===== config.mk =====
export PLATFORM = sky130hd
export DESIGN_NAME = clock_disp_scan
export DESIGN_NICKNAME = d
export VERILOG_FILES = /design/src/rtl/clock_disp_pkg.sv /design/src/rtl/seg7_code_dec.sv /design/src/rtl/clock_disp_scan.sv
export SDC_FILE = /design/constraint.sdc
export NUM_CORES = 1
export LEC_CHECK = 0
export ABC_CLOCK_PERIOD_IN_PS = 3900
export CORE_AREA = 8 8 169 171
export DETAILED_ROUTE_END_ITERATION = 12
export DIE_AREA = 0 0 177 179
export SLEW_MARGIN = 20
export SYNTH_ARGS = -nofsm -noshare
export SYNTH_HDL_FRONTEND = slang
export SYNTH_SLANG_ARGS = --single-unit
export TNS_END_PERCENT = 100

===== constraint.sdc =====
create_clock -name clk -period 3.9 [get_ports clk]
set_clock_uncertainty 0.2 [all_clocks]
set_input_delay 0.585 -clock clk [delete_from_list [all_inputs] [get_ports clk]]
set_output_delay 0.585 -clock clk [all_outputs]
set_load 0.01 [all_outputs]

===== src/rtl/clock_disp_pkg.sv =====
// Shared types and constants for the clock display stage: digit codes,
// field tables for the BCD engine, FSM states and 7-segment patterns.
package clock_disp_pkg;

    typedef logic [3:0] digit_t;
    localparam digit_t DIG_BLANK = 4'hE;
    localparam digit_t DIG_DASH  = 4'hF;

    typedef enum logic [2:0] {
        F_SEC   = 3'd0,
        F_MIN   = 3'd1,
        F_HOUR  = 3'd2,
        F_DAY   = 3'd3,
        F_MONTH = 3'd4,
        F_YEAR  = 3'd5
    } field_t;

    typedef enum logic [1:0] {
        S_IDLE,
        S_LOAD,
        S_SHIFT,
        S_COMMIT
    } state_t;

    localparam logic [3:0]  FIELD_W   [6] = '{4'd6, 4'd6, 4'd5, 4'd5, 4'd4, 4'd14};
    localparam logic [13:0] FIELD_MAX [6] = '{14'd59, 14'd59, 14'd23, 14'd31, 14'd12, 14'd9999};

    // Digit buffer layout: S0 S1 M0 M1 H0 H1 D0 D1 Mo0 Mo1 Y0 Y1 Y2 Y3
    localparam int NUM_SLOTS = 14;
    localparam field_t SLOT_FIELD [NUM_SLOTS] = '{
        F_SEC, F_SEC, F_MIN, F_MIN, F_HOUR, F_HOUR, F_DAY, F_DAY,
        F_MONTH, F_MONTH, F_YEAR, F_YEAR, F_YEAR, F_YEAR};
    localparam int SLOT_POS [NUM_SLOTS] = '{0, 1, 0, 1, 0, 1, 0, 1, 0, 1, 0, 1, 2, 3};

    localparam logic [6:0] SEG_DIGIT [10] = '{
        7'h40, 7'h79, 7'h24, 7'h30, 7'h19, 7'h12, 7'h02, 7'h78, 7'h00, 7'h10};
    localparam logic [6:0] SEG_BLANK = 7'h7F;
    localparam logic [6:0] SEG_DASH  = 7'h3F;

    // One double-dabble step: add 3 to nibbles >= 5, then shift in the next bit.
    function automatic logic [15:0] bcd_step(input logic [15:0] bcd, input logic bit_in);
        logic [15:0] adj;
        adj = bcd;
        for (int n = 0; n < 4; n++) begin
            if (bcd[4*n +: 4] >= 4'd5) begin
                adj[4*n +: 4] = bcd[4*n +: 4] + 4'd3;
            end
        end
        return {adj[14:0], bit_in};
    endfunction

endpackage


===== src/rtl/seg7_code_dec.sv =====
// Digit code to active-low {g,f,e,d,c,b,a} segment pattern; codes 10..14 blank.
module seg7_code_dec
    import clock_disp_pkg::*;
(
    input  digit_t     code,
    output logic [6:0] seg_n
);

    always_comb begin
        seg_n = SEG_BLANK;
        if (code <= 4'd9) begin
            seg_n = SEG_DIGIT[code];
        end else if (code == DIG_DASH) begin
            seg_n = SEG_DASH;
        end
    end

endmodule


===== src/rtl/clock_disp_scan.sv =====
// Clock display stage: sequential BCD conversion into a double buffer and an
// 8-digit multiplexed scan. Define CLOCK_DISP_LZB_EN for leading-zero blanking.
module clock_disp_scan
    import clock_disp_pkg::*;
#(
    parameter int SCAN_DIV = 50000
) (
    input  logic        clk,
    input  logic        rst_n,
    input  logic        upd_valid,
    output logic        upd_ready,
    input  logic [5:0]  sec_bin,
    input  logic [5:0]  min_bin,
    input  logic [4:0]  hour_bin,
    input  logic [4:0]  day_bin,
    input  logic [3:0]  month_bin,
    input  logic [13:0] year_bin,
    input  logic        page,
    output logic [7:0]  an_n,
    output logic [6:0]  seg_n,
    output logic        range_err
);

    localparam int CNT_W = $clog2(SCAN_DIV);
    localparam logic [CNT_W-1:0] CNT_LAST = CNT_W'(SCAN_DIV - 1);

    state_t      state_reg;
    field_t      fld_reg;
    logic [5:0]  sec_reg, min_reg;
    logic [4:0]  hour_reg, day_reg;
    logic [3:0]  month_reg;
    logic [13:0] year_reg;
    logic [13:0] bin_reg;
    logic [15:0] bcd_reg;
    logic [15:0] bcd_next;
    logic [3:0]  cnt_reg;
    logic        cur_err_reg;
    logic [5:0]  err_reg;
    logic        upd_ready_reg;
    logic        range_err_reg;
    digit_t      shadow_reg [NUM_SLOTS];
    digit_t      disp_reg   [NUM_SLOTS];
    logic [13:0] field_val;

    always_comb begin
        field_val = 14'd0;
        case (fld_reg)
            F_SEC:   field_val = {8'd0, sec_reg};
            F_MIN:   field_val = {8'd0, min_reg};
            F_HOUR:  field_val = {9'd0, hour_reg};
            F_DAY:   field_val = {9'd0, day_reg};
            F_MONTH: field_val = {10'd0, month_reg};
            F_YEAR:  field_val = year_reg;
            default: field_val = 14'd0;
        endcase
    end

    assign bcd_next = bcd_step(bcd_reg, bin_reg[13]);

    always_ff @(posedge clk or negedge rst_n) begin
        if (!rst_n) begin
            state_reg     <= S_IDLE;
            fld_reg       <= F_SEC;
            sec_reg       <= '0;
            min_reg       <= '0;
            hour_reg      <= '0;
            day_reg       <= '0;
            month_reg     <= '0;
            year_reg      <= '0;
            bin_reg       <= '0;
            bcd_reg       <= '0;
            cnt_reg       <= '0;
            cur_err_reg   <= 1'b0;
            err_reg       <= '0;
            upd_ready_reg <= 1'b1;
            range_err_reg <= 1'b0;
            for (int i = 0; i < NUM_SLOTS; i++) begin
                shadow_reg[i] <= DIG_BLANK;
                disp_reg[i]   <= DIG_BLANK;
            end
        end else begin
            case (state_reg)
                S_IDLE: begin
                    if (upd_valid) begin
                        sec_reg       <= sec_bin;
                        min_reg       <= min_bin;
                        hour_reg      <= hour_bin;
                        day_reg       <= day_bin;
                        month_reg     <= month_bin;
                        year_reg      <= year_bin;
                        fld_reg       <= F_SEC;
                        upd_ready_reg <= 1'b0;
                        state_reg     <= S_LOAD;
                    end
                end
                S_LOAD: begin
                    // Left-align the field so the MSB always leaves from bit 13.
                    bin_reg     <= field_val << (4'd14 - FIELD_W[fld_reg]);
                    bcd_reg     <= '0;
                    cnt_reg     <= FIELD_W[fld_reg];
                    cur_err_reg <= (field_val > FIELD_MAX[fld_reg]) ||
                                   (((fld_reg == F_DAY) || (fld_reg == F_MONTH)) && (field_val == 14'd0));
                    state_reg   <= S_SHIFT;
                end
                S_SHIFT: begin
                    bcd_reg <= bcd_next;
                    bin_reg <= bin_reg << 1;
                    cnt_reg <= cnt_reg - 4'd1;
                    if (cnt_reg == 4'd1) begin
                        for (int i = 0; i < NUM_SLOTS; i++) begin
                            if (SLOT_FIELD[i] == fld_reg) begin
                                shadow_reg[i] <= cur_err_reg ? DIG_DASH : bcd_next[4*SLOT_POS[i] +: 4];
                            end
                        end
                        err_reg[fld_reg] <= cur_err_reg;
                        if (fld_reg == F_YEAR) begin
                            state_reg <= S_COMMIT;
                        end else begin
                            fld_reg   <= field_t'(fld_reg + 3'd1);
                            state_reg <= S_LOAD;
                        end
                    end
                end
                S_COMMIT: begin
                    for (int i = 0; i < NUM_SLOTS; i++) begin
                        disp_reg[i] <= shadow_reg[i];
                    end
`ifdef CLOCK_DISP_LZB_EN
                    if (shadow_reg[5] == 4'd0) disp_reg[5] <= DIG_BLANK;
                    if (shadow_reg[7] == 4'd0) disp_reg[7] <= DIG_BLANK;
`endif
                    range_err_reg <= |err_reg;
                    upd_ready_reg <= 1'b1;
                    state_reg     <= S_IDLE;
                end
                default: state_reg <= S_IDLE;
            endcase
        end
    end

    assign upd_ready = upd_ready_reg;
    assign range_err = range_err_reg;

    // Scanner: free-running prescaler, anode and segments latched together.
    logic [CNT_W-1:0] presc_reg;
    logic [2:0]       idx_reg;
    logic [2:0]       idx_next;
    logic             page_reg;
    logic             page_next;
    logic [7:0]       an_n_reg;
    logic [6:0]       seg_n_reg;
    digit_t           scan_digit;
    logic [6:0]       scan_seg;

    assign idx_next  = idx_reg + 3'd1;
    assign page_next = (idx_reg == 3'd7) ? page : page_reg;

    always_comb begin
        scan_digit = DIG_BLANK;
        if (!page_next) begin
            case (idx_next)
                3'd0:    scan_digit = disp_reg[0];
                3'd1:    scan_digit = disp_reg[1];
                3'd2:    scan_digit = disp_reg[2];
                3'd3:    scan_digit = disp_reg[3];
                3'd4:    scan_digit = disp_reg[4];
                3'd5:    scan_digit = disp_reg[5];
                default: scan_digit = DIG_BLANK;
            endcase
        end else begin
            case (idx_next)
                3'd0:    scan_digit = disp_reg[10];
                3'd1:    scan_digit = disp_reg[11];
                3'd2:    scan_digit = disp_reg[12];
                3'd3:    scan_digit = disp_reg[13];
                3'd4:    scan_digit = disp_reg[8];
                3'd5:    scan_digit = disp_reg[9];
                3'd6:    scan_digit = disp_reg[6];
                default: scan_digit = disp_reg[7];
            endcase
        end
    end

    seg7_code_dec u_seg7_code_dec (
        .code  (scan_digit),
        .seg_n (scan_seg)
    );

    always_ff @(posedge clk or negedge rst_n) begin
        if (!rst_n) begin
            presc_reg <= '0;
            idx_reg   <= '0;
            page_reg  <= 1'b0;
            an_n_reg  <= 8'hFE;
            seg_n_reg <= SEG_BLANK;
        end else if (presc_reg == CNT_LAST) begin
            presc_reg <= '0;
            idx_reg   <= idx_next;
            page_reg  <= page_next;
            an_n_reg  <= ~(8'b1 << idx_next);
            seg_n_reg <= scan_seg;
        end else begin
            presc_reg <= presc_reg + 1'b1;
        end
    end

    assign an_n  = an_n_reg;
    assign seg_n = seg_n_reg;

endmodule


* Yosys cells after proc, flatten, opt, wreduce, memory -nomap -nowiden
Memories as Yosys holds them, arrays and structs flattened. Index checks and enable logic that the tools add are counted.
Operators by class: divide/modulo/power cells 0, bitwise operators 3, eq/ne operators 26, $lt $le $gt $ge 10, mux-type cells 38, $mul 0, shift operators 2, add/sub/neg operators 9, reductions and logical operators 23
Operators with widths (number):
- one-hot mux 14 bit (6 select lines) | 1
- two-way mux 4 bit | 10
- one-hot mux 16 bit (2 select lines) | 1
- two-way mux 14 bit | 2
- two-way mux 7 bit | 4
- one-hot mux 14 bit (2 select lines) | 1
- one-hot mux 4 bit (7 select lines) | 1
- one-hot mux 4 bit (6 select lines) | 1
- equality test 3 bit, second input constant | 6
- AND reduction 3 bit | 6
- adder 16 x 1 -> 16 bit, second input constant | 1
- equality test 16 bit, second input constant | 1
- greater-or-equal comparator 4 x 3 -> 1 bit, second input constant | 4
- two-way mux 16 bit | 1
- greater-than comparator 14 bit | 1
- zero test 14 bit | 1
- << shifter 14 x 4 -> 14 bit | 1
- adder 4 x 2 -> 4 bit, second input constant | 3
- equality test 3 x 2 -> 1 bit, second input constant | 4
- two-way mux 3 bit | 4
- NOT 8 bit | 1
- one-hot mux 2 bit (4 select lines) | 1
- one-hot mux 4 bit (2 select lines) | 1
- AND reduction 2 bit | 4
- 34 further kinds | 50
Word-level totals: memory bits (writable) 0, bits of input ports 44, memories kept 3, bits in read-only memories 256, bits in latches 0, flip-flop bits (word level) 235
Memories:
- (no name shown) | words 16, bits a word 7, rd ports 1, clocked after memory_dff 0, wr ports 0, line seg7_code_dec.sv:12 | seg_n = SEG_DIGIT[code];
- (no name shown) | words 8, bits a word 14, rd ports 1, clocked after memory_dff 0, wr ports 0, line clock_disp_scan.sv:101 | cur_err_reg <= (field_val > FIELD_MAX[fld_reg]) ||
- (no name shown) | words 8, bits a word 4, rd ports 1, clocked after memory_dff 0, wr ports 0, line clock_disp_scan.sv:100 | cnt_reg <= FIELD_W[fld_reg];

* Depth between registers and ports, before layout
Gate-level depths: netlist of the first run.
word-level depth 9, gate-level depth with buffers 16, gate-level depth less buffers 14

* By module
Synthesis of the first run repeated with hierarchy kept, for this count alone.
Unflattened totals: cells, all modules 1095, area, all modules 11668.7 µm²
By module, submodules not included:
- clock_disp_scan | area each 11429.7 µm², sequential area each 6004.5 µm², cells an instance 1068, times used 1
- seg7_code_dec | area each 239.0 µm², sequential area each 0.0 µm², cells an instance 27, times used 1

* Worst setup path after synthesis of the first run
OpenSTA, ideal clock, no wires.
path kind register to register, start point reg idx_reg[0], end point reg seg_n_reg[6] (netlist: seg_n[6]), buffers on the path 2, cell stages (with the launch flop) 14, slack 614 ps, data arrival time 3007 ps, library setup time 79 ps, cells stage by stage dfrtp_1 ha_1 ha_1 buf_2 buf_1 mux2i_1 a2111oi_0 a211oi_1 inv_1 ha_1 nor2_1 nor3_1 a221o_1 o21ai_0
Between the ends: word-level cells in the longest chain between the ends 9, elaborated cells on any way between the ends 21, those cells by class add/sub: 1; order compare: 1; eq/ne: 8; mux: 8; bitwise: 1; reduce/logical: 1; memory: 1
Ends and longest elaborated chain:
- start: declaration | line clock_disp_scan.sv:146 | logic [2:0] idx_reg;
- start signal: assignment | line clock_disp_scan.sv:198 | idx_reg <= idx_next;
- adder 3 x 1 -> 3 bit (*) | line clock_disp_scan.sv:155 | assign idx_next = idx_reg + 3'd1;
- named net idx_next[2] | line clock_disp_scan.sv:147 | logic [2:0] idx_next;
- equality test 3 bit (tied with other cells) | line clock_disp_scan.sv:171 | case (idx_next)
- one-hot mux 4 bit (7 select lines) or one-hot mux 4 bit (6 select lines) (tied branches) | line clock_disp_scan.sv:171, clock_disp_scan.sv:161
- two-way mux 4 bit (*) | line clock_disp_scan.sv:160 | if (!page_next) begin
- NOT 4 -> 5 bit (implied by the code) | line seg7_code_dec.sv:12
- memory (16 x 7 bit)
- two-way mux 7 bit (implied by the code) (2 in series) | line seg7_code_dec.sv:12
- two-way mux 7 bit (*) | line seg7_code_dec.sv:11 | if (code <= 4'd9) begin
- end signal: assignment | line clock_disp_scan.sv:201 | seg_n_reg <= scan_seg;
- end: declaration | line clock_disp_scan.sv:151 | logic [6:0] seg_n_reg;
Mark *: on every way through the listed nets, which the timed path passes. The rest lies on a longest branch. The select of a mux whose other input is x is not followed. A chain may end at the register's enable or synchronous reset.

* Final worst setup path of the first run
Ends and elaborated chain as after synthesis.

==> key figures, run 1 <==
Floorplanning
  – Die Ht: 179 µm
  – Row cnt: slightly below 60
  – Initial core utilization: 0.445
  – # IOs: 61
  – DIE WIDTH: between 150 and 200 µm
  – Die area: between 30000 and 40000 µm²
  – Core ar.: ~26000 µm²

Power
  – Cell Pwr Density: 618 nW/µm²
  – Worst vdd ir: approximately 0.44 mV
  – Total power: about 8.2 mW
  – Leak: approximately 5.5 nW

Cells and area
  – P&R area growth vs syn: 16.4%
  – Diode count: 0
  – Post-Layout Cell Count: ~1500
  – Final nets: 1209
  – Fraction of final layout cells sized beyond drive strength 1: 0.258
  – Final instance area: approximately 13000 µm²

GRT
  – Initial antenna violation count: 0
  – Remaining global-route overflow: 0
  – GRT Total Usage: 0.167
  – M3 GR Usage: 0.0194
  – Number of global-route vias before repair: about 8100
  – Pin count of the biggest net entering global routing: 110
  – First-pass GRT wire length: approximately 43000 µm
  – Global Route met2 Usage: 0.270
  – GRT busiest layer: met2
  – GRT met1 Usage: 0.234

Critical path
  – Startpoint class of the critical path: flip-flop
  – Worst endpoint required time: 4140 ps
  – Critical path type: flip-flop to flip-flop
  – Critical Path AT: approximately 3800 ps
  – Max Fanout on Critical Path: 10
  – Worst setup EP type: flip-flop

Route
  – Antenna-violating nets left: 0
  – Final WL: 25700 µm
  – Residual DRC: 0
  – DR iter-0 viols: ~670
  – Drt pass-1 iters: 5
  – Via Count: around 8000
  – Vias/cell: approximately 5.4
  – Drt wl/cell: 17.4 µm

Place
  – DP HPWL: between 15000 and 20000 µm
  – Port Buf Inserts: 60
  – Cell Area, Placed: ~12000 µm²
  – Placed instance count: approximately 1400
  – Routability cong.: 0.841

Outcome
  – Status: finished clean

Clock network
  – Root Driver: clkbuf_16
  – Clock buffer count from CTS: 26
  – CTS tree: done
  – CTS HTree Levels: 1
  – Clock insertion delay at the later pin of the skew report: approximately 530 ps
  – Worst-path clk slew: ~60 ps
  – Clock sink count: 235
  – CTS max path bufs: 3

Timing
  – Fin. max-slew vios: 0
  – Tcrit/Tclk final: 0.924
  – Setup TNS Final: 0 ps
  – Relative slew slack: 0.383
  – Tmin final: 3600 ps
  – Final setup fails: 0
  – Count of final hold-check violations: 0
  – Actual slew at the worst max-slew pin: 926 ps
  – RSZ-0062 raised after global routing: false
  – Maximum clock frequency: 278 MHz

Worst hold path
  – Class of the worst hold path: flip-flop to flip-flop

Synth
  – Library cells used by synthesis: 55
  – Cell area after synthesis: about 11000 µm²
  – Post-Syn Area per Cell: roughly 11 µm²
  – Seq/Total Area, Yosys: 0.524
  – Synthesized Nets: about 1200
  – Post-synth EDFFs: 0
  – Top_reg_cell synth: dfrtp_1
  – Post-synthesis register bit count: between 200 and 250
  – Yosys warnings: 0
  – Synth Instances: 1073
  – Asr flop ratio synth: 1.00

Flow run
  – Max Cap Viol: 0
## logic make-up after synthesis
| family | synth area share |
|---|---|
| compound gates | 0.139 |
| xor+xnor | 0.0145 |
| fa+ha+maj | 0.0459 |
| buf+inv | 0.0346 |
| flops | 0.524 |
| mux | 0.132 |
| simple gates | 0.111 |
## final timing paths
| check | slack, ps | cells past startpoint | endpoint | from |
|---|---|---|---|---|
| worst max-delay path | 300 | 12 | seg_n[6] | idx_reg[0] |
| worst min-delay path | 260 | 2 | seg_n[1] | seg_n[1] |
| worst max register to register | 300 | 12 | seg_n[6] | idx_reg[0] |
| worst min register to register | 260 | 2 | seg_n[1] | seg_n[1] |
| max in group asynchronous | 2090 | 3 | disp_reg[18] | rst_n |
| min in group asynchronous | 500 | 2 | presc_reg[10] | rst_n |
## cell usage after synthesis, types with 6 or more instances
cell / count / area share
buf_1: 11 / 0.0036
xnor2_1: 13 / 0.0099
inv_1: 39 / 0.013
nor2_1: 100 / 0.033
nand3_1: 30 / 0.013
xor2_1: 6 / 0.0046
a211oi_1: 9 / 0.0059
nor2b_1: 6 / 0.0033
mux2i_1: 14 / 0.012
dfrtp_1: 136 / 0.30
nor3_1: 10 / 0.0044
a21oi_1: 74 / 0.032
and3_1: 11 / 0.0060
o22ai_1: 15 / 0.0082
a221oi_1: 7 / 0.0054
nor4_1: 7 / 0.0038
clkbuf_1: 47 / 0.015
a21o_1: 6 / 0.0039
and2_1: 8 / 0.0044
o21ai_0: 76 / 0.033
a22oi_1: 11 / 0.0072
a31oi_1: 19 / 0.010
ha_1: 42 / 0.046
mux2_2: 120 / 0.12
a22o_1: 8 / 0.0061
nand2_1: 82 / 0.027
nand2b_1: 7 / 0.0038
dfstp_2: 99 / 0.23
## per-layer routing
| layer | vias to the layer above | wire, µm |
|---|---|---|
| met5 | - | 0 |
| met1 | 3943 | 12400 |
| li1 | 3933 | - |
| met2 | 115 | 11900 |
| met4 | 0 | 572 |
| met3 | 40 | 732 |
## layout make-up
cell class              instances  area [µm²]
clock inverters                 6        93.8
flip-flops and latches        235        6000
fillers                      2292       12400
multi-input cells             735        5060
well taps                     335         419
repair buffers                 83         793
inverters                      42         158
clock buffers                  42         801
## power by group
group          switching (mW)  internal [mW]  leakage [nW]
logic                    1.58           1.07          2.39
clock network           0.967           1.53         0.437
registers               0.281           2.80          2.72
total                    2.83           5.41          5.54
## critical path, stage by stage, from the launching register on
cell       delay (ps)
dfrtp_1           410
ha_1              210
ha_1              490
nor2b_1           160
nor4_2            370
a2111oi_0         130
a211oi_1          510
inv_1             170
ha_1              270
nor2_1            130
nor3_1             60
a221o_1           260
o21ai_0           150
## per-stage QoR
stage | hold slack, ps | util | setup slack, ps
2_1_floorplan | 89.4 | - | 614
3_3_place_gp | 252 | 0.482 | 493
3_5_place_dp | 253 | 0.482 | 352
4_1_cts | 261 | 0.518 | 328
5_1_grt | 274 | 0.518 | 27.8
6_report | 259 | 0.518 | 297
## what timing repair did
item,in CTS,in global routing
hold endpoints to repair,69,0
setup buffers,0,0
gates resized for setup,0,0
hold buffers,1,0
## cells in the final DEF, fill, tap and decap left out, types with 5 or more instances in the layout
cell,count
nor4_1,7
xnor2_1,13
nand3_1,30
a22o_1,8
xor2_1,6
mux2_2,120
clkdlybuf4s50_1,59
and3_1,11
a21o_1,6
dfstp_2,99
nand2b_1,7
a221oi_1,7
nor3_1,10
a211oi_1,8
clkbuf_1,7
a222oi_1,5
o22ai_1,15
nand2_1,82
buf_4,21
nor2_1,99
and2_1,8
a21oi_1,74
o21ai_0,76
nor2b_1,6
clkbuf_8,9
clkbuf_16,26
a31oi_1,19
ha_1,40
dfrtp_1,136
mux2i_1,14
a22oi_1,11
nand3b_1,5
inv_1,39
(Power assumes the default switching activity.)
==> run 2: changes to the inputs <==
Settings changed: REMOVE_ABC_BUFFERS set to 1.
==> run 2 against run 1 <==
Effect of this change: global-route usage is 0.22 points lower; die area is the same; cell count barely moved; combinational power is essentially flat; worst setup slack gained 140 ps; clock power decreased by 3%; sequential share of layout area increased by 0.097 points; final area shrank 0.22%; maximum frequency grew 4.0%; utilization shrank 0.11 points; critical path depth unchanged.
==> key figures, run 2 (synthesis results as in run 1) <==
Outcome
  – Status: finished clean

Clock network
  – CTS tree: done
  – Clock sink count: 235 (unchanged)
  – Post CTS Setup Buffer Count: 0 (unchanged)
  – Root Driver: clkbuf_16
  – Clock buffer count from CTS: 27 (+3.8%)
  – CTS max path bufs: 3 (unchanged)
  – Worst-path clk slew: 60 ps (about the same)
  – CTS HTree Levels: 1 (unchanged)
  – Clock insertion delay at the later pin of the skew report: 540 ps (about the same)

Floorplanning
  – Die area: 31700 µm² (unchanged)
  – DIE WIDTH: 177 µm (unchanged)
  – Core ar.: 25800 µm² (unchanged)
  – Die Ht: 179 µm (unchanged)
  – Initial core utilization: 0.445 (unchanged)
  – # IOs: 61 (unchanged)
  – Row cnt: 59 (unchanged)

Power
  – Cell Pwr Density: 611 nW/µm² (-1.1%)
  – Total power: 8.14 mW (-1.3%)
  – Leak: 5.53 nW (-0.26%)
  – Worst vdd ir: 0.437 mV (+0.18%)

Timing
  – Setup TNS Final: 0 ps (unchanged)
  – Relative slew slack: 0.353 (-0.0296)
  – Fin. max-slew vios: 0 (unchanged)
  – Maximum clock frequency: 289 MHz (+4.0%)
  – Actual slew at the worst max-slew pin: 970 ps (+44.4 ps)
  – Final setup fails: 0 (unchanged)
  – RSZ-0062 raised after global routing: false
  – Count of final hold-check violations: 0 (unchanged)
  – Final Worst Setup Slack: 435 ps (+138 ps)
  – Tmin final: 3470 ps (-138 ps)
  – Tcrit/Tclk final: 0.888 (-0.0353)
  – Worst hold margin: 262 ps (+3.72 ps)

Cells and area
  – Most common cell after layout, fill and taps aside: dfrtp_1
  – Diode count: 0 (unchanged)
  – Fraction of final layout cells sized beyond drive strength 1: 0.257 (-0.00110)
  – P&R area growth vs syn: 16.2%
  – Post-Layout Cell Count: 1479 (+0.068%)
  – Utilization after layout: 0.516 (-0.00112)
  – Fill count: 2304 (+0.52%)
  – Multi-input logic area: 5070 µm² (about the same)
  – Most frequent cells in the layout: dfrtp_1 (136), mux2_2 (120), nor2_1 (99), dfstp_2 (99), nand2_1 (82)
  – Final instance area: 13300 µm² (-0.22%)
  – Final nets: 1209 (unchanged)
  – Seq. cell area: 6000 µm² (unchanged)

GRT
  – GRT Total Usage: 0.164 (-0.00219)
  – Initial antenna violation count: 0 (unchanged)
  – Remaining global-route overflow: 0 (unchanged)
  – First-pass GRT wire length: 43100 µm (-0.30%)
  – Number of global-route vias before repair: 8264 (+1.8%)
  – Pin count of the biggest net entering global routing: 84 (-24%)

Critical path
  – Max Fanout on Critical Path: 11 (+1)
  – Critical Path AT: 3720 ps (-120 ps)
  – End of the critical path: seg_n[6]
  – RR Startpoint: idx_reg[0]
  – Critical path type: flip-flop to flip-flop
  – Worst setup EP type: flip-flop
  – Startpoint class of the critical path: flip-flop
  – FF-to-FF setup slack: 430 ps (+140 ps)
  – Setup crit start: idx_reg[0]
  – RR Endpoint: seg_n[6]
  – R2R depth: 12 (unchanged)
  – Worst endpoint required time: 4160 ps (+20 ps)

Place
  – Cell Area, Placed: 12400 µm² (about the same)
  – Worst slack, placed: 291 ps (-61.2 ps)
  – Routability cong.: 0.880 (+4.6%)
  – DP HPWL: 17900 µm (-0.31%)
  – Placed instance count: 1428 (-0.070%)
  – Port Buf Inserts: 60 (unchanged)

Route
  – Drt wl/cell: 17.4 µm (+0.16%)
  – Final WL: 25700 µm (+0.23%)
  – DR iter-0 viols: 428 (-36%)
  – Via Count: 7981 (-0.62%)
  – Vias/cell: 5.40 (-0.69%)
  – Residual DRC: 0 (unchanged)
  – Antenna-violating nets left: 0 (unchanged)
  – Drt pass-1 iters: 5 (unchanged)

Worst hold path
  – Class of the worst hold path: flip-flop to flip-flop

Flow run
  – Max Cap Viol: 0 (unchanged)
-- run 2: cell types whose count changed in the layout (fill, tap and decap cells not counted) --
cell       previous run  this run
a211oi_1              8         7
a211oi_2              1         2
buf_12                1         2
buf_4                21        19
bufinv_16             2         1
clkbuf_1              7        10
clkbuf_16            26        27
clkbuf_8              9         4
clkinv_2              2         6
clkinv_8              1         0
inv_16                0         1
-- run 2: worst max-delay path: stages (launching register included) --
cell and delay, ps:
dfrtp_1 410, ha_1 220, ha_1 510, nor2b_1 150
nor4_2 380, a2111oi_0 150, a211oi_2 370, inv_1 140
ha_1 250, nor2_1 130, nor3_1 60, a221o_1 260
o21ai_0 140
-- run 2: layer usage --
layer  GRT usage  part of all wire  vias up
li1            -                 -     3924
met1       0.214              0.46     3882
met2       0.280              0.48      128
met3      0.0236             0.038       47
met4      0.0480             0.026        0
met5           0                 0        -
-- run 2: power by group --
part | internal (mW) | switching (mW) | total (mW)
combinational | 1.08 | 1.55 | 2.63
clock | 1.43 | 0.999 | 2.43
sequential | 2.80 | 0.275 | 3.08
-- run 2: repair_timing --
item                                    in CTS  in global routing
endpoints found under the setup margin       0                  6
endpoints found under the hold margin       17                  0
hold buffers                                 1                  0
gates resized for setup                      0                  1
-- run 2: final cells by class --
type | count | area share
Clock buffer | 41 | 0.0577
Clock inverter | 9 | 0.00658
Inverter | 42 | 0.0118
Multi-Input combinational cell | 735 | 0.381
Sequential cell | 235 | 0.451
Tap cell | 335 | 0.0315
Timing Repair Buffer | 82 | 0.0600
-- run 2: worst min-delay path by stage --
stage | start | end | slack (ps) | cells past startpoint
global placement | seg_n[1] | seg_n[1] | 250 | 2
detailed placement | seg_n[1] | seg_n[1] | 250 | 2
finish | seg_n[1] | seg_n[1] | 260 | 2
floorplan | rst_n | an_n[0] | 90 | 0
CTS | presc_reg[0] | presc_reg[0] | 270 | 1
global route | shadow_reg[39] | shadow_reg[39] | 290 | 2
==> run 3: changes to the inputs <==
Settings changed: PLACE_DENSITY_LB_ADDON set to 0.2, SETUP_SLACK_MARGIN set to 0.1.
==> run 3 against run 2 <==
Effect of this change: sequential share of layout area hardly changed; critical endpoint is now bin_reg[13]; non-clock buffer count stayed put; via count is 1.2% higher; die area stayed put; clock-buffer cell count is 4 lower; highest routed layer unchanged; largest power group unchanged; sequential power hardly changed; combinational power hardly changed; final area hardly changed; register-to-register slack hardly changed; routed wire length is 0.86% lower; maximum frequency hardly changed; total power is 0.29% higher.
==> key figures, run 3 (synthesis results as in run 1) <==
Outcome
  – Status: finished clean

Timing
  – Setup TNS Final: 0 ps (unchanged)
  – Count of final hold-check violations: 0 (unchanged)
  – Relative slew slack: 0.355 (+0.00168)
  – RSZ-0062 raised after global routing: false
  – Tmin final: 3460 ps (-0.916 ps)
  – Maximum clock frequency: 289 MHz (about the same)
  – Final setup fails: 0 (unchanged)
  – Actual slew at the worst max-slew pin: 968 ps (-2.52 ps)
  – Tcrit/Tclk final: 0.888 (about the same)
  – Fin. max-slew vios: 0 (unchanged)

Route
  – Drt pass-1 iters: 5 (unchanged)
  – Antenna-violating nets left: 0 (unchanged)
  – Residual DRC: 0 (unchanged)
  – Vias/cell: 5.46 (+1.2%)
  – Via Count: 8078 (+1.2%)
  – DR iter-0 viols: 556 (+30%)
  – Final WL: 25500 µm (-0.86%)
  – Drt wl/cell: 17.2 µm (-0.86%)

Floorplanning
  – Die area: 31700 µm² (unchanged)
  – Core ar.: 25800 µm² (unchanged)
  – Row cnt: 59 (unchanged)
  – DIE WIDTH: 177 µm (unchanged)
  – # IOs: 61 (unchanged)
  – Initial core utilization: 0.445 (unchanged)
  – Die Ht: 179 µm (unchanged)

Cells and area
  – Most common cell after layout, fill and taps aside: dfrtp_1
  – Fraction of final layout cells sized beyond drive strength 1: 0.260 (+0.00350)
  – Diode count: 0 (unchanged)
  – Final nets: 1209 (unchanged)
  – P&R area growth vs syn: 16.3% (about the same)
  – Most frequent cells in the layout: dfrtp_1 (136), mux2_2 (120), nor2_1 (99), dfstp_2 (99), nand2_1 (82)

GRT
  – GRT Total Usage: 0.164 (-0.000418)
  – Number of global-route vias before repair: 8232 (-0.39%)
  – Remaining global-route overflow: 0 (unchanged)
  – Initial antenna violation count: 0 (unchanged)
  – First-pass GRT wire length: 42800 µm (-0.54%)
  – Pin count of the biggest net entering global routing: 103 (+23%)

Clock network
  – Clock insertion delay at the later pin of the skew report: 540 ps (about the same)
  – Clock sink count: 235 (unchanged)
  – Clock buffer count from CTS: 27 (unchanged)
  – CTS tree: done
  – Root Driver: clkbuf_16
  – CTS max path bufs: 3 (unchanged)
  – Worst-path clk slew: 60 ps (about the same)
  – Post CTS Setup Buffer Count: 0 (unchanged)
  – CTS HTree Levels: 1 (unchanged)

Power
  – Cell Pwr Density: 613 nW/µm² (+0.19%)
  – Worst vdd ir: 0.344 mV (-21%)
  – Total power: 8.16 mW (+0.29%)
  – Leak: 5.54 nW (+0.26%)

Critical path
  – Worst setup EP type: flip-flop
  – Critical path type: flip-flop to flip-flop
  – Slowest CP cell: a2111oi_0
  – R2R depth: 9 (-3)
  – Max Fanout on Critical Path: 10 (-1)
  – FF-to-FF setup slack: 440 ps (about the same)
  – RR Endpoint: bin_reg[13]
  – Critical Path AT: 3640 ps (-80 ps)
  – Worst endpoint required time: 4080 ps (-80 ps)
  – CP peak stage delay: 610 ps (+100 ps)
  – Crit-path cells: inv_1 > ha_1 > nor2b_1 > a221o_1 > a21o_1 > o22ai_1 > nor4_1 > a2111oi_0 > a21oi_1
  – Startpoint class of the critical path: flip-flop
  – RR Startpoint: fld_reg[0]

Place
  – Routability cong.: 0.904 (+2.7%)
  – Port Buf Inserts: 60 (unchanged)
  – DP HPWL: 17500 µm (-2.1%)

Worst hold path
  – WHS Path Cells: 1 (-1)
  – Worst hold start: presc_reg[0]
  – Class of the worst hold path: flip-flop to flip-flop
  – Hold endpoint: presc_reg[0]

Flow run
  – Max Cap Viol: 0 (unchanged)
run 3: cell types whose count changed in the layout (fill, tap and decap cells not counted), sizes merged:
cell    previous run  this run
clkbuf            41        37
clkinv             8        11
inv               41        42
run 3: worst max-delay path by stage:
stage                           from          end  slack [ps]
after floorplan           idx_reg[0]     seg_n[6]         530
after global routing      idx_reg[0]     seg_n[2]         170
final                     fld_reg[0]  bin_reg[13]         440
after CTS                 idx_reg[0]     seg_n[6]         380
after global placement    idx_reg[0]     seg_n[6]         510
after detailed placement  idx_reg[0]     seg_n[6]         420
run 3: metal layers:
layer | part of all wire | track usage | wire [µm] | vias to the layer above
met5 | 0 | 0 | 0 | -
met4 | 0.028 | 0.0518 | 709 | 0
met3 | 0.041 | 0.0282 | 1040 | 54
met2 | 0.47 | 0.265 | 11900 | 163
met1 | 0.46 | 0.221 | 11800 | 3932
li1 | - | - | - | 3929
run 3: power breakdown:
| part | switching [mW] | internal [mW] |
|---|---|---|
| logic | 1.56 | 1.08 |
| clock network | 0.991 | 1.43 |
| registers | 0.286 | 2.81 |
| total | 2.84 | 5.32 |
run 3: cell type report:
| type | instances | area, µm² |
|---|---|---|
| clock buffers | 37 | 763 |
| clock inverters | 13 | 97.6 |
| fillers | 2321 | 12400 |
| inverters | 42 | 158 |
| multi-input cells | 735 | 5060 |
| flip-flops and latches | 235 | 6000 |
| well taps | 335 | 419 |
| repair buffers | 82 | 811 |
run 3: what timing repair did:
item,4_1_cts,5_1_grt
hold endpoints to repair,59,0
gates resized for setup,0,1
hold buffers,1,0
endpoints found under the setup margin,0,5
run 3: through the flow:
stage / util / instance area (µm²) / instances / hold slack, ps / setup WS (ps)
global route: 0.517 / 13300 / 1479 / 287 / 173
floorplan: - / 11200 / 1012 / 89.4 / 533
finish: 0.517 / 13300 / 1479 / 252 / 436
global placement: 0.483 / 12400 / 1428 / 239 / 514
detailed placement: 0.483 / 12400 / 1428 / 245 / 419
CTS: 0.517 / 13300 / 1479 / 254 / 377
run 3: worst max-delay path: cells and delay by family, from the launching register on:
kind / cells / cell delay (ps)
flops: 1 / 510
compound gates: 5 / 1860
fa+ha+maj: 1 / 260
simple gates: 2 / 310
buf+inv: 1 / 180
